<file path="src/rtl/mem_pkg.sv">
// Shared definitions for the MEM-stage access unit: access-type encodings,
// FSM states, byte-enable constants and access legality helpers.
package mem_pkg;

  typedef enum logic [2:0] {
    MT_B  = 3'b000,
    MT_H  = 3'b001,
    MT_W  = 3'b010,
    MT_BU = 3'b100,
    MT_HU = 3'b101
  } mem_type_e;

  typedef enum logic [1:0] {
    S_IDLE,
    S_REQ,
    S_DONE
  } state_e;

  localparam logic [3:0] BE_NONE    = 4'b0000;
  localparam logic [3:0] BE_BYTE0   = 4'b0001;
  localparam logic [3:0] BE_LO_HALF = 4'b0011;
  localparam logic [3:0] BE_HI_HALF = 4'b1100;
  localparam logic [3:0] BE_ALL     = 4'b1111;

  function automatic logic type_legal(input logic [2:0] t);
    case (t)
      3'b011, 3'b110, 3'b111: return 1'b0;
      default:                return 1'b1;
    endcase
  endfunction

  // Width comes from the low two bits; BU/HU share the B/H rules.
  function automatic logic is_aligned(input logic [2:0] t, input logic [1:0] off);
    case (t[1:0])
      2'b01:   return ~off[0];
      2'b10:   return off == 2'b00;
      default: return 1'b1;
    endcase
  endfunction

endpackage

</file>
<file path="src/rtl/load_align.sv">
// Combinational load extraction: selects the addressed byte/half of the bus
// word and sign- or zero-extends it according to the access type.
module load_align
  import mem_pkg::*;
(
  input  logic [31:0] i_rdata,
  input  logic [1:0]  i_off,
  input  logic [2:0]  i_type,
  output logic [31:0] o_data
);

  logic [31:0] w_shift_b;
  logic [31:0] w_shift_h;
  logic [7:0]  w_byte;
  logic [15:0] w_half;

  assign w_shift_b = i_rdata >> {i_off, 3'b000};
  assign w_shift_h = i_rdata >> {i_off[1], 4'b0000};
  assign w_byte    = w_shift_b[7:0];
  assign w_half    = w_shift_h[15:0];

  always_comb begin
    case (i_type)
      MT_B:    o_data = {{24{w_byte[7]}}, w_byte};
      MT_BU:   o_data = {24'h0, w_byte};
      MT_H:    o_data = {{16{w_half[15]}}, w_half};
      MT_HU:   o_data = {16'h0, w_half};
      default: o_data = i_rdata;
    endcase
  end

endmodule

</file>
<file path="src/rtl/mem_access_unit.sv">
// MEM-stage data-memory access unit: one request/ready bus transaction per
// load/store, with store lane alignment, load extension and pipeline stall.
module mem_access_unit
  import mem_pkg::*;
#(
  parameter int unsigned TIMEOUT_CYCLES = 255
)
(
  input  logic        clk,
  input  logic        rst,
  input  logic        mem_rd,
  input  logic        mem_wr,
  input  logic [2:0]  mem_rw_type,
  input  logic [31:0] addr,
  input  logic [31:0] wdata,
  output logic        pause,
  output logic [31:0] load_data,
  output logic        misalign,
  output logic        bus_err,
  output logic        bus_req,
  output logic        bus_we,
  output logic [31:0] bus_addr,
  output logic [31:0] bus_wdata,
  output logic [3:0]  bus_be,
  input  logic        bus_ready,
  input  logic [31:0] bus_rdata
);

  state_e      r_state;
  logic [31:0] r_cnt;
  logic [2:0]  r_type;
  logic [1:0]  r_off;
  logic        r_bus_req;
  logic        r_bus_we;
  logic [31:0] r_bus_addr;
  logic [31:0] r_bus_wdata;
  logic [3:0]  r_bus_be;
  logic [31:0] r_load_data;
  logic        r_misalign;
  logic        r_bus_err;

  logic        w_access;
  logic        w_legal;
  logic        w_aligned;
  logic        w_go;
  logic        w_timeout;
  logic [3:0]  w_be;
  logic [31:0] w_wdata;
  logic [31:0] w_load;

  assign w_access  = mem_rd | mem_wr;
  assign w_legal   = type_legal(mem_rw_type);
  assign w_aligned = is_aligned(mem_rw_type, addr[1:0]);
  assign w_go      = w_access & w_legal & w_aligned;
  assign w_timeout = (TIMEOUT_CYCLES != 0) && (r_cnt == 32'(TIMEOUT_CYCLES) - 32'd1);

  // NOTE: every always_comb output gets a default first so no path leaves it
  // unassigned; otherwise synthesis infers a latch.
  always_comb begin
    w_be    = BE_ALL;
    w_wdata = wdata;
    if (mem_wr) begin
      case (mem_rw_type[1:0])
        2'b00: begin
          w_be    = BE_BYTE0 << addr[1:0];
          w_wdata = {4{wdata[7:0]}};
        end
        2'b01: begin
          w_be    = addr[1] ? BE_HI_HALF : BE_LO_HALF;
          w_wdata = {2{wdata[15:0]}};
        end
        default: ;
      endcase
    end
  end

  load_align u_load_align (
    .i_rdata (bus_rdata),
    .i_off   (r_off),
    .i_type  (r_type),
    .o_data  (w_load)
  );

  // NOTE: state and registered outputs use non-blocking assignments so every
  // register samples the pre-edge values, independent of statement order.
  always_ff @(posedge clk or posedge rst) begin
    if (rst) begin
      r_state     <= S_IDLE;
      r_cnt       <= '0;
      r_type      <= '0;
      r_off       <= '0;
      r_bus_req   <= 1'b0;
      r_bus_we    <= 1'b0;
      r_bus_addr  <= '0;
      r_bus_wdata <= '0;
      r_bus_be    <= BE_NONE;
      r_load_data <= '0;
      r_misalign  <= 1'b0;
      r_bus_err   <= 1'b0;
    end else begin
      r_misalign <= 1'b0;
      r_bus_err  <= 1'b0;
      case (r_state)
        S_IDLE: begin
          if (w_go) begin
            r_state     <= S_REQ;
            r_bus_req   <= 1'b1;
            r_bus_we    <= mem_wr;
            r_bus_addr  <= {addr[31:2], 2'b00};
            r_bus_be    <= w_be;
            r_bus_wdata <= w_wdata;
            r_type      <= mem_rw_type;
            r_off       <= addr[1:0];
            r_cnt       <= '0;
          end else if (w_access && w_legal) begin
            r_misalign <= 1'b1;
          end
        end
        S_REQ: begin
          if (bus_ready) begin
            if (!r_bus_we) r_load_data <= w_load;
            r_bus_req <= 1'b0;
            r_state   <= S_DONE;
          end else if (w_timeout) begin
            r_bus_err   <= 1'b1;
            r_load_data <= '0;
            r_bus_req   <= 1'b0;
            r_state     <= S_DONE;
          end else begin
            r_cnt <= r_cnt + 32'd1;
          end
        end
        // EX/MEM still holds the finished instruction here, so inputs are ignored.
        S_DONE:  r_state <= S_IDLE;
        default: r_state <= S_IDLE;
      endcase
    end
  end

  assign pause     = ~rst & (((r_state == S_IDLE) & w_go) | (r_state == S_REQ));
  assign bus_req   = r_bus_req;
  assign bus_we    = r_bus_we;
  assign bus_addr  = r_bus_addr;
  assign bus_wdata = r_bus_wdata;
  assign bus_be    = r_bus_be;
  assign load_data = r_load_data;
  assign misalign  = r_misalign;
  assign bus_err   = r_bus_err;

endmodule

</file>
<file path="config.mk">
export PLATFORM = sky130hd
export DESIGN_NAME = mem_access_unit
export DESIGN_NICKNAME = d
export VERILOG_FILES = /design/src/rtl/mem_pkg.sv /design/src/rtl/load_align.sv /design/src/rtl/mem_access_unit.sv
export SDC_FILE = /design/constraint.sdc
export NUM_CORES = 1
export LEC_CHECK = 0
export ABC_AREA = 0
export CAP_MARGIN = 20
export CORE_UTILIZATION = 43
export DETAILED_ROUTE_END_ITERATION = 10
export PLACE_DENSITY = 0.89
export SLEW_MARGIN = 20
export SYNTH_ARGS = -nofsm -noshare
export SYNTH_HDL_FRONTEND = slang
export SYNTH_SLANG_ARGS = --single-unit
</file>
<file path="constraint.sdc">
create_clock -name clk -period 4.6 [get_ports clk]
set_clock_uncertainty 0.15 [all_clocks]
set_input_delay 0.46 -clock clk [delete_from_list [all_inputs] [get_ports clk]]
set_output_delay 0.46 -clock clk [all_outputs]
set_load 0.005 [all_outputs]
</file>
Word-level counts from Yosys, hierarchy flattened

Cells that the tools add are included.

Shift-type cells: 3
Reductions and logical operators: 13
Divide/modulo/power cells: 0
Magnitude comparators: 0
Multiplexer cells: 29
Multipliers: 0
$add $sub $neg: 1
Equal/unequal tests: 15
Bitwise operators: 8

Operator list:

| operator                                                               | number |
|---|---|
| 32-bit 2-to-1 mux                                                      | 7 |
| 32-bit case mux with 2 select lines                                    | 2 |
| 32-bit case mux with 4 select lines                                    | 1 |
| 32-bit by 1-bit adder with 32-bit output, second input constant        | 1 |
| 32-bit by 8-bit equality test with 1-bit output, second input constant | 1 |
| 32-bit by 5-bit right shift with 16-bit output                         | 1 |
| 32-bit by 5-bit right shift with 8-bit output                          | 1 |
| 3-bit equality test, second input constant                             | 4 |
| 1-bit 2-to-1 mux                                                       | 10 |
| 4-bit 2-to-1 mux                                                       | 2 |
| 2-bit != test, second input constant                                   | 4 |
| 4-bit case mux with 2 select lines                                     | 1 |
| 2-bit zero test                                                        | 3 |
| 2-bit 2-to-1 mux                                                       | 3 |
| 3-bit AND reduction                                                    | 2 |
| 1-bit bitwise AND                                                      | 4 |
| 2-bit by 1-bit equality test with 1-bit output, second input constant  | 2 |
| 1-bit case mux with 2 select lines                                     | 2 |
| 2-bit case mux with 2 select lines                                     | 1 |
| 2-bit AND reduction                                                    | 2 |
| 4-bit AND reduction                                                    | 1 |
| 2-bit nonzero test                                                     | 2 |
| 1-bit by 2-bit << shifter with 4-bit output, first input constant      | 1 |
| 3-bit by 1-bit equality test with 1-bit output, second input constant  | 1 |
| other kinds (8)                                                        | 10 |

Register bits: 141
Memory bits (read-only): 0
Bits of input ports: 104
RAM bits: 0
Latch bits: 0
Memories: 0

Longest topological paths before layout

Gate-level depths: netlist (run 1).

Word-level depth: 8
Gate-level depth with buffers: 9
Mapped depth without buffers: 8

Cells and area by module

From an unflattened synthesis (run 1), not the netlist that was laid out.

Cell total of the unflattened synthesis: 766
Area total of the unflattened synthesis: 7030.5 um^2

Modules (own cells, without submodules):

| module          | area each (um^2) | instances | cells each |
|---|---|---|---|
| mem_access_unit | 6402.4           | 1         | 657 |
| load_align      | 628.1            | 1         | 109 |

Worst setup path after synthesis (run 1)

No wires, ideal clock.

Path kind: input-to-output
Start point: input mem_rw_type[0]
End point: output pause
Path buffers: 2
Stages on the path: 8
Path slack: 2.089 ns
Data required time: 3.990 ns
Arrival time: 1.901 ns
Path through: inv_1 > ha_1 > or3b_1 > o211ai_2 > nand2_1 > clkbuf_1 > clkbuf_1 > a21oi_1

Longest elaborated chain between the ends: 8
Elaborated cells on any way between the ends: 13
Classes of those cells: eq/ne (5); mux (2); bitwise (5); reduce/logical (1)

RTL lines:

| what                                                                                  | line                   | text |
|---|---|---|
| from (decl)                                                                           | mem_access_unit.sv:13  | `input logic [2:0] mem_rw_type,` |
| 3-bit by 2-bit equality test with 1-bit output or 3-bit equality test (tied branches) | mem_pkg.sv:26          | `case (t)` |
| 3-bit OR reduction                                                                    | mem_pkg.sv:26          |  |
| 1-bit 2-to-1 mux                                                                      | mem_pkg.sv:26          |  |
| 1-bit bitwise AND                                                                     | mem_access_unit.sv:54  | `assign w_go = w_access & w_legal & w_aligned;` |
| 1-bit bitwise AND (*)                                                                 | mem_access_unit.sv:54  |  |
| 1-bit bitwise AND (*)                                                                 | mem_access_unit.sv:140 | `assign pause = ~rst & (((r_state == S_IDLE) & w_go) \| (r_state == S_REQ));` |
| 1-bit OR (*)                                                                          | mem_access_unit.sv:140 |  |
| 1-bit bitwise AND (*)                                                                 | mem_access_unit.sv:140 |  |
| to (decl)                                                                             | mem_access_unit.sv:16  | `output logic pause,` |

Every way passes the cells marked *; elsewhere a longest branch is shown, timed or not.

Worst setup path after layout (run 1)

Start point: input mem_rw_type[1]
End point: output pause

Same word-level chain as after synthesis.

==> results.txt, run 1 <==
----------------------------------------------------
[GRT]
  Pin count of the biggest net entering global routing ... between 100 and 150
  Vias in the first global route ... 6553
  Global-route wire length before repair ... between 30 and 40 mm
  Initial antenna violation count ... 0
  Aggregate global routing overflow ... 0
  Total global routing track utilization ... approximately a quarter

[Timing]
  Least setup slack across all paths after layout ... between 1000 and 1500 ps
  Fin Hold WS ... roughly 320 ps
  Worst slew margin ... 21.72%
  Final setup violation count ... 0
  Final worst-path cycle share ... 74.49%
  Setup repair after global routing missed its margin ... false
  Peak Freq ... about 290 MHz
  Min Clock Period, post-route ... roughly 3400 ps
  Number of failing hold endpoints at the final stage ... 0
  Setup total negative slack ... 0 ps
  Total count of max-transition violations in the final report ... 0
  Actual transition at the worst max-transition pin ... 1166 ps

[Clock network]
  # clock sinks ... roughly 140
  CTS clock-pin slew for the worst setup and hold paths ... roughly 60 ps
  Clock tree from TritonCTS ... done
  Number of gates resized after CTS ... 0
  Number of post-CTS setup repair buffers ... 0
  Clk Latency, worst-skew pair ... ~420 ps
  Maximum clock insertion buffer count ... 2
  Quantity of hold-fixing buffers added after cts ... 0
  Number of clock buffers inserted by TritonCTS ... 17
  Root buffer cell ... clkbuf_16
  Depth of the CTS H-tree ... 4

[Logic synthesis]
  Share of the yosys chip area belonging to registers ... between 40% and 50%
  Fraction of registers with async set or reset after synthesis ... between 90% and 100%
  Number of enable flip-flop cells after synthesis ... 0
  Area share of the leading cell type in the synthesized netlist ... between 40% and 50%
  Synth warnings ... 0
  Commonest register cell after synthesis ... dfrtp_1
  Largest area contributor in the netlist ... dfrtp_1
  Count of distinct cell types in the synthesized netlist ... 53
  Post-synthesis sequential element count ... 141
  Netlist Area Pre-Place ... slightly above 7000 um^2
  Cell count after synthesis ... between 700 and 800
  Biggest area contributors in the synthesized netlist ... dfrtp_1, nand2_1, a21oi_1, o21ai_0, o31ai_1
  Average instance area after synthesis ... 9.370 um^2

[Worst setup path]
  Register-to-register path setup slack ... about 1600 ps
  Critical path endpoint category ... output pin
  Critical Path, Cell by Cell ... clkdlybuf4s50_1, inv_1, ha_1, inv_1, o211ai_2, nand2_4, a21oi_1, clkdlybuf4s50_1
  Endpoint arrival time on the critical path ... about 2800 ps
  Startpoint types ... input port
  Biggest cell delay along the critical path ... ~530 ps
  Slowest CP cell ... clkdlybuf4s50_1
  Data required time of the critical path ... between 3000 and 4000 ps
  Top fanout value on the critical path ... 11
  Crit Path Category ... input port to output pin

[Placement]
  Setup slack at placement ... around 1200 ps
  Routability cong. ... 0.8641
  DP Wirelength ... 14.30 mm
  Buffers added on ports ... ~210
  Instance area after placement ... 9335 um^2

[Detailed routing]
  Drt pass-1 iters ... 5
  DRC violations left ... 0
  Average via count per standard cell ... around 5.6
  Via count of the routed design ... 6632
  Detailed Route WL ... 20.64 mm
  Post-DRT Antenna Nets ... 0
  Routed wirelength normalized by instance count ... 17.55 um
  Number of DRC violations after detailed-routing iteration 0 ... roughly 530

[Floorplan]
  Chip Height ... ~130 um
  Die area ... between 15000 and 20000 um^2
  Die span in x ... 131.1 um
  Floorplan core area ... around 16000 um^2
  Initial Utilization ... ~45%
  Standard-cell row count ... between 40 and 50
  I/O pin cnt ... approximately 210

[Run status]
  Run status ... finished clean

[Flow run]
  Max-cap violations ... 0

[Hold path]
  Class of the tightest hold or removal check ... flop to flop

[Layout]
  Layout net count ... about 1100
  Antenna fix cells ... 0
  Core occupancy in the finished layout ... around 62%
  Commonest non-fill, non-tap cell in the layout ... clkdlybuf4s50_1
  Commonest cells after routing, fill and taps aside ... clkdlybuf4s50_1, nand2_1, dfrtp_1
  Synth-to-layout area growth ... 39.62%
  Fraction of final layout cells sized beyond drive strength 1 ... ~7.6%
  Final standard cell area without fillers ... ~10000 um^2

[Power and ir drop]
  Power per cell area ... about 560 nW/um^2
  Static leakage ... 4.322 nW
  Peak VDD IR ... about 0.37 mV

----------------------------------------------------
-- stage by stage --
stage | total power, mW | cells
after global routing | 5.874 | 1176
after detailed placement | 4.043 | 1144
after CTS | 5.575 | 1175
after global placement | 3.978 | 1144
after floorplan | 2.874 | 766
final | 5.565 | 1176
-- cells by family (layout without fill, tap and decap cells) --
| kind of cell | Yosys count | count (layout) | share of synthesized area, % |
|---|---|---|---|
| other cells | 1 | 2 | 0.05231 |
| flops | 141 | 141 | 49.22 |
| compound gates | 191 | 191 | 16.62 |
| buf+inv | 74 | 268 | 4.591 |
| simple gates | 316 | 316 | 21.68 |
| fa+ha+maj | 7 | 7 | 1.222 |
| mux | 35 | 35 | 6.615 |
-- flip-flops by register name, summed over array words and instances (netlist names) --
register	cells
bus_req	1
bus_wdata	32
r_state	2
bus_we	1
r_type	3
misalign	1
bus_be	4
bus_err	1
bus_addr	30
r_off	2
r_cnt	32
load_data	32
-- layer usage --
layer  up-vias  part of all wire [%]  GRT usage, %
met4         0                   3.9         12.09
met1      3200                    40         28.97
met5         -                     0             0
met2       302                    48         39.54
li1       3071                     -             -
met3        59                   8.6         7.330
-- Yosys cell counts, types with 13 or more instances --
master	instances
a21oi_1	68
clkbuf_1	35
dfrtp_1	141
inv_1	22
mux2i_1	17
nand2_1	183
nand2b_1	14
nand3_1	13
nor2_1	17
nor2b_1	19
o21ai_0	41
o2bb2ai_1	18
o31ai_1	23
or4_1	21
-- path summary, 6_finish.rpt --
| path | from | cells after the start | endpoint |
|---|---|---|---|
| hold / removal | bus_addr[27] | 2 | bus_addr[27] |
| max in group asynchronous | rst | 3 | load_data[9] |
| setup / recovery | mem_rw_type[1] | 8 | pause |
| hold reg to reg | bus_addr[27] | 2 | bus_addr[27] |
| min in group asynchronous | rst | 2 | r_cnt[12] |
| setup reg to reg | r_cnt[0] | 8 | r_cnt[0] |
-- where the power goes --
group | internal, mW | switching, mW
Combinational | 1.18 | 0.863
Clock | 0.962 | 0.543
Sequential | 1.67 | 0.349
Total | 3.81 | 1.75
-- critical path: cells and delay by family --
kind	cells	cell delay (ps)
AO/OA/AOI/OAI	2	520
buffers and inverters	4	1300
adder cells (fa/ha/maj)	1	430
AND/OR/NAND/NOR	1	100
-- layout make-up --
cell class | instances | area, um^2
Clock buffer | 17 | 425.4
Clock inverter | 14 | 217.7
Fill cell | 1236 | 6050
Inverter | 22 | 90.09
Multi-Input combinational cell | 551 | 3327
Sequential cell | 141 | 3528
Tap cell | 216 | 270.3
Timing Repair Buffer | 215 | 2150
No activity file was read; power rests on OpenSTA's default activity.
==> run 2: changes to the inputs <==
CORE_UTILIZATION = 48   (was 43)
PLACE_DENSITY = 0.93   (was 0.89)
clock period = 3.5 ns   (was 4.6 ns; I/O delays follow)
==> run 2 against run 1 <==
Die area fell by 10%; hold slack worse by 31 ps; first-iteration DRC count increased by 12%; cell area decreased by 0.61%; wire length rose by 3.0%; setup slack worse by 750 ps; clock power increased by 17%; combinational power rose by 37%; sequential cell count stayed put; largest cell class unchanged; largest power group unchanged.
==> results.txt, run 2 (synthesized netlist as in run 1, its figures left out) <==
----------------------------------------------------
[Power and ir drop]
  Static leakage ... 4.313 nW (-0.20%)
  Net Switching ... 2.385 mW (+36%)
  Peak VDD IR ... 0.4677 mV (+27%)
  Comb pwr share ... 39.1% (+2.4 points)
  Internal ... 4.742 mW (+24%)
  Clk network pwr share ... 24.6% (-2.4 points)
  Power per cell area ... 716.4 nW/um^2 (+29%)
  Sw Ratio ... 33.47% (+1.9 points)
  Part of the power in registers ... 36.3% (about the same)
  Tot Pwr ... 7.127 mW (+28%)

[Floorplan]
  Chip Height ... 124.2 um (-5.3%)
  I/O pin cnt ... 209 (unchanged)
  Floorplan core area ... 14530 um^2 (-9.5%)
  Die span in x ... 124.2 um (-5.3%)
  Standard-cell row count ... 44 (-4.3%)
  Initial Utilization ... 49.32% (+4.7 points)
  Die area ... 15430 um^2 (-10%)

[Detailed routing]
  Routed wirelength normalized by instance count ... 18.45 um (+5.1%)
  Number of DRC violations after detailed-routing iteration 0 ... 590 (+12%)
  Average via count per standard cell ... 5.911 (+4.8%)
  Drt pass-1 iters ... 6 (+1)
  Detailed Route WL ... 21.25 mm (+3.0%)
  Via count of the routed design ... 6810 (+2.7%)
  Post-DRT Antenna Nets ... 0 (unchanged)
  DRC violations left ... 0 (unchanged)

[Timing]
  Final worst-path cycle share ... approximately 88%
  Total count of max-transition violations in the final report ... 0 (unchanged)
  Actual transition at the worst max-transition pin ... 1035 ps (-130.9 ps)
  Number of failing hold endpoints at the final stage ... 0 (unchanged)
  Peak Freq ... 325.2 MHz
  Final setup violation count ... 0 (unchanged)
  Worst slew margin ... 31.03% (+9.3 points)
  Setup repair after global routing missed its margin ... false
  Min Clock Period, post-route ... approximately 3100 ps
  Fin Hold WS ... 293.0 ps (-30.70 ps)
  Setup total negative slack ... 0 ps (unchanged)

[Worst setup path]
  CP bufs+invs ... 2 (-2)
  Crit Path Category ... input port to output pin
  Critical path's most frequent cell ... clkdlybuf4s50_1
  Top fanout value on the critical path ... 6 (-5)
  Number of cells on the critical path ... 7 (-1)
  Critical Path, Cell by Cell ... clkdlybuf4s50_1, ha_1, or3b_1, o211ai_2, nand2_4, a21oi_1, clkdlybuf4s50_1
  Data required time of the critical path ... 3000 ps (-990 ps)
  Slowest CP cell ... clkdlybuf4s50_1
  Biggest cell delay along the critical path ... 570 ps (+40 ps)
  Endpoint arrival time on the critical path ... 2570 ps (-250 ps)
  Critical path endpoint category ... output pin
  Startpoint types ... input port
  Cell class contributing the biggest share of worst-path delay ... buffers and inverters
  Register-to-Register Path Depth ... 9 (+1)

[Clock network]
  Quantity of hold-fixing buffers added after cts ... 0 (unchanged)
  Number of gates resized after CTS ... 0 (unchanged)
  Clk Latency, worst-skew pair ... 430 ps (about the same)
  Number of post-CTS setup repair buffers ... 0 (unchanged)
  Number of clock buffers inserted by TritonCTS ... 17 (unchanged)
  Root buffer cell ... clkbuf_16
  Maximum clock insertion buffer count ... 2 (unchanged)
  CTS clock-pin slew for the worst setup and hold paths ... 60 ps (about the same)
  Clock tree from TritonCTS ... done
  # clock sinks ... 141 (unchanged)
  Depth of the CTS H-tree ... 4 (unchanged)

[GRT]
  Pin count of the biggest net entering global routing ... 113 (unchanged)
  Vias in the first global route ... 6761 (+3.2%)
  Total global routing track utilization ... 27.59% (+3.4 points)
  Fraction of met3 tracks used by global routing ... 8.578% (+1.2 points)
  Global-route wire length before repair ... 34.11 mm (+3.4%)
  GRT Max-Usage Layer ... met2
  Global-route met1 utilization ... 33.65% (+4.7 points)
  Aggregate global routing overflow ... 0 (unchanged)
  Initial antenna violation count ... 0 (unchanged)
  Met2 demand-to-capacity share in global routing ... 45.08% (+5.5 points)

[Placement]
  Routability cong. ... 0.8700 (+0.68%)
  Buffers added on ports ... 206 (unchanged)
  DP Wirelength ... 14.62 mm (+2.2%)

[Layout]
  Commonest cells after routing, fill and taps aside ... clkdlybuf4s50_1, nand2_1, dfrtp_1
  Synth-to-layout area growth ... 38.77%
  Antenna fix cells ... 0 (unchanged)
  Layout net count ... 1066 (+0.66%)
  Commonest non-fill, non-tap cell in the layout ... clkdlybuf4s50_1
  Fraction of final layout cells sized beyond drive strength 1 ... 8.368% (+0.76 points)
  Reg area ... 3528 um^2 (unchanged)
  Multi-input gate area ... 3329 um^2 (about the same)
  Number of inserted filler cells in the final layout ... 1061 (-14%)

[Run status]
  Run status ... finished clean

[Hold path]
  Number of cells traversed by the worst hold path ... 3 (+1)
  Class of the tightest hold or removal check ... input port to flop

[Flow run]
  Max-cap violations ... 0 (unchanged)

----------------------------------------------------
run 2: cell count changes in the layout (fill, tap and decap cells not counted):
| cell | before | now |
|---|---|---|
| clkbuf_1 | 0 | 1 |
| buf_12 | 0 | 2 |
| clkinvlp_4 | 3 | 5 |
| nor2_1 | 17 | 16 |
| buf_16 | 1 | 0 |
| inv_8 | 1 | 2 |
| inv_6 | 2 | 3 |
| bufinv_16 | 5 | 1 |
| buf_4 | 8 | 14 |
| nor2_2 | 1 | 2 |
run 2: worst min-delay path, cell delays in order:
cell             delay (ps)
clkdlybuf4s50_1         400
nand2_1                  50
nand2_1                  40
run 2: final timing paths:
path / slack (ps) / end / start
max: 430 / pause / mem_rw_type[1]
min: 290 / bus_addr[13] / addr[13]
max reg2reg: 880 / r_cnt[0] / r_cnt[0]
min reg2reg: 330 / bus_addr[8] / bus_addr[8]
max in group asynchronous: 2130 / load_data[5] / rst
min in group asynchronous: 330 / bus_be[1] / rst
run 2: area by class of cell:
class / instances / area share (%)
Tap cell: 184 / 2.314
Clock buffer: 18 / 4.314
Inverter: 22 / 0.8679
Clock inverter: 14 / 1.371
Timing Repair Buffer: 222 / 22.19
Sequential cell: 141 / 35.47
Multi-Input combinational cell: 551 / 33.47
run 2: per-stage QoR:
| step | util (%) | worst slack, ps | std cells | instance area, um^2 |
|---|---|---|---|---|
| after floorplan | - | 1209 | 766 | 7176 |
| after global placement | 64.53 | 483.5 | 1120 | 9379 |
| after detailed placement | 64.53 | 375.2 | 1120 | 9379 |
| after CTS | 68.42 | 427.3 | 1152 | 9945 |
| after global routing | 68.44 | 357.3 | 1152 | 9947 |
| final | 68.44 | 425.0 | 1152 | 9947 |
run 2: power by group through the flow:
stage / sequential, mW / combinational, mW / clock, mW
floorplan: 2.56 / 1.22 / 0
global placement: 2.57 / 2.67 / 0
detailed placement: 2.59 / 2.75 / 0
CTS: 2.58 / 2.79 / 1.77
global route: 2.65 / 3.01 / 1.84
finish: 2.59 / 2.79 / 1.75
run 2: routing by layer:
layer  part of all wire [%]  up-vias
li1                       -     3094
met1                     39     3278
met2                     48      378
met3                    9.4       60
met4                    3.0        0
met5                      0        -
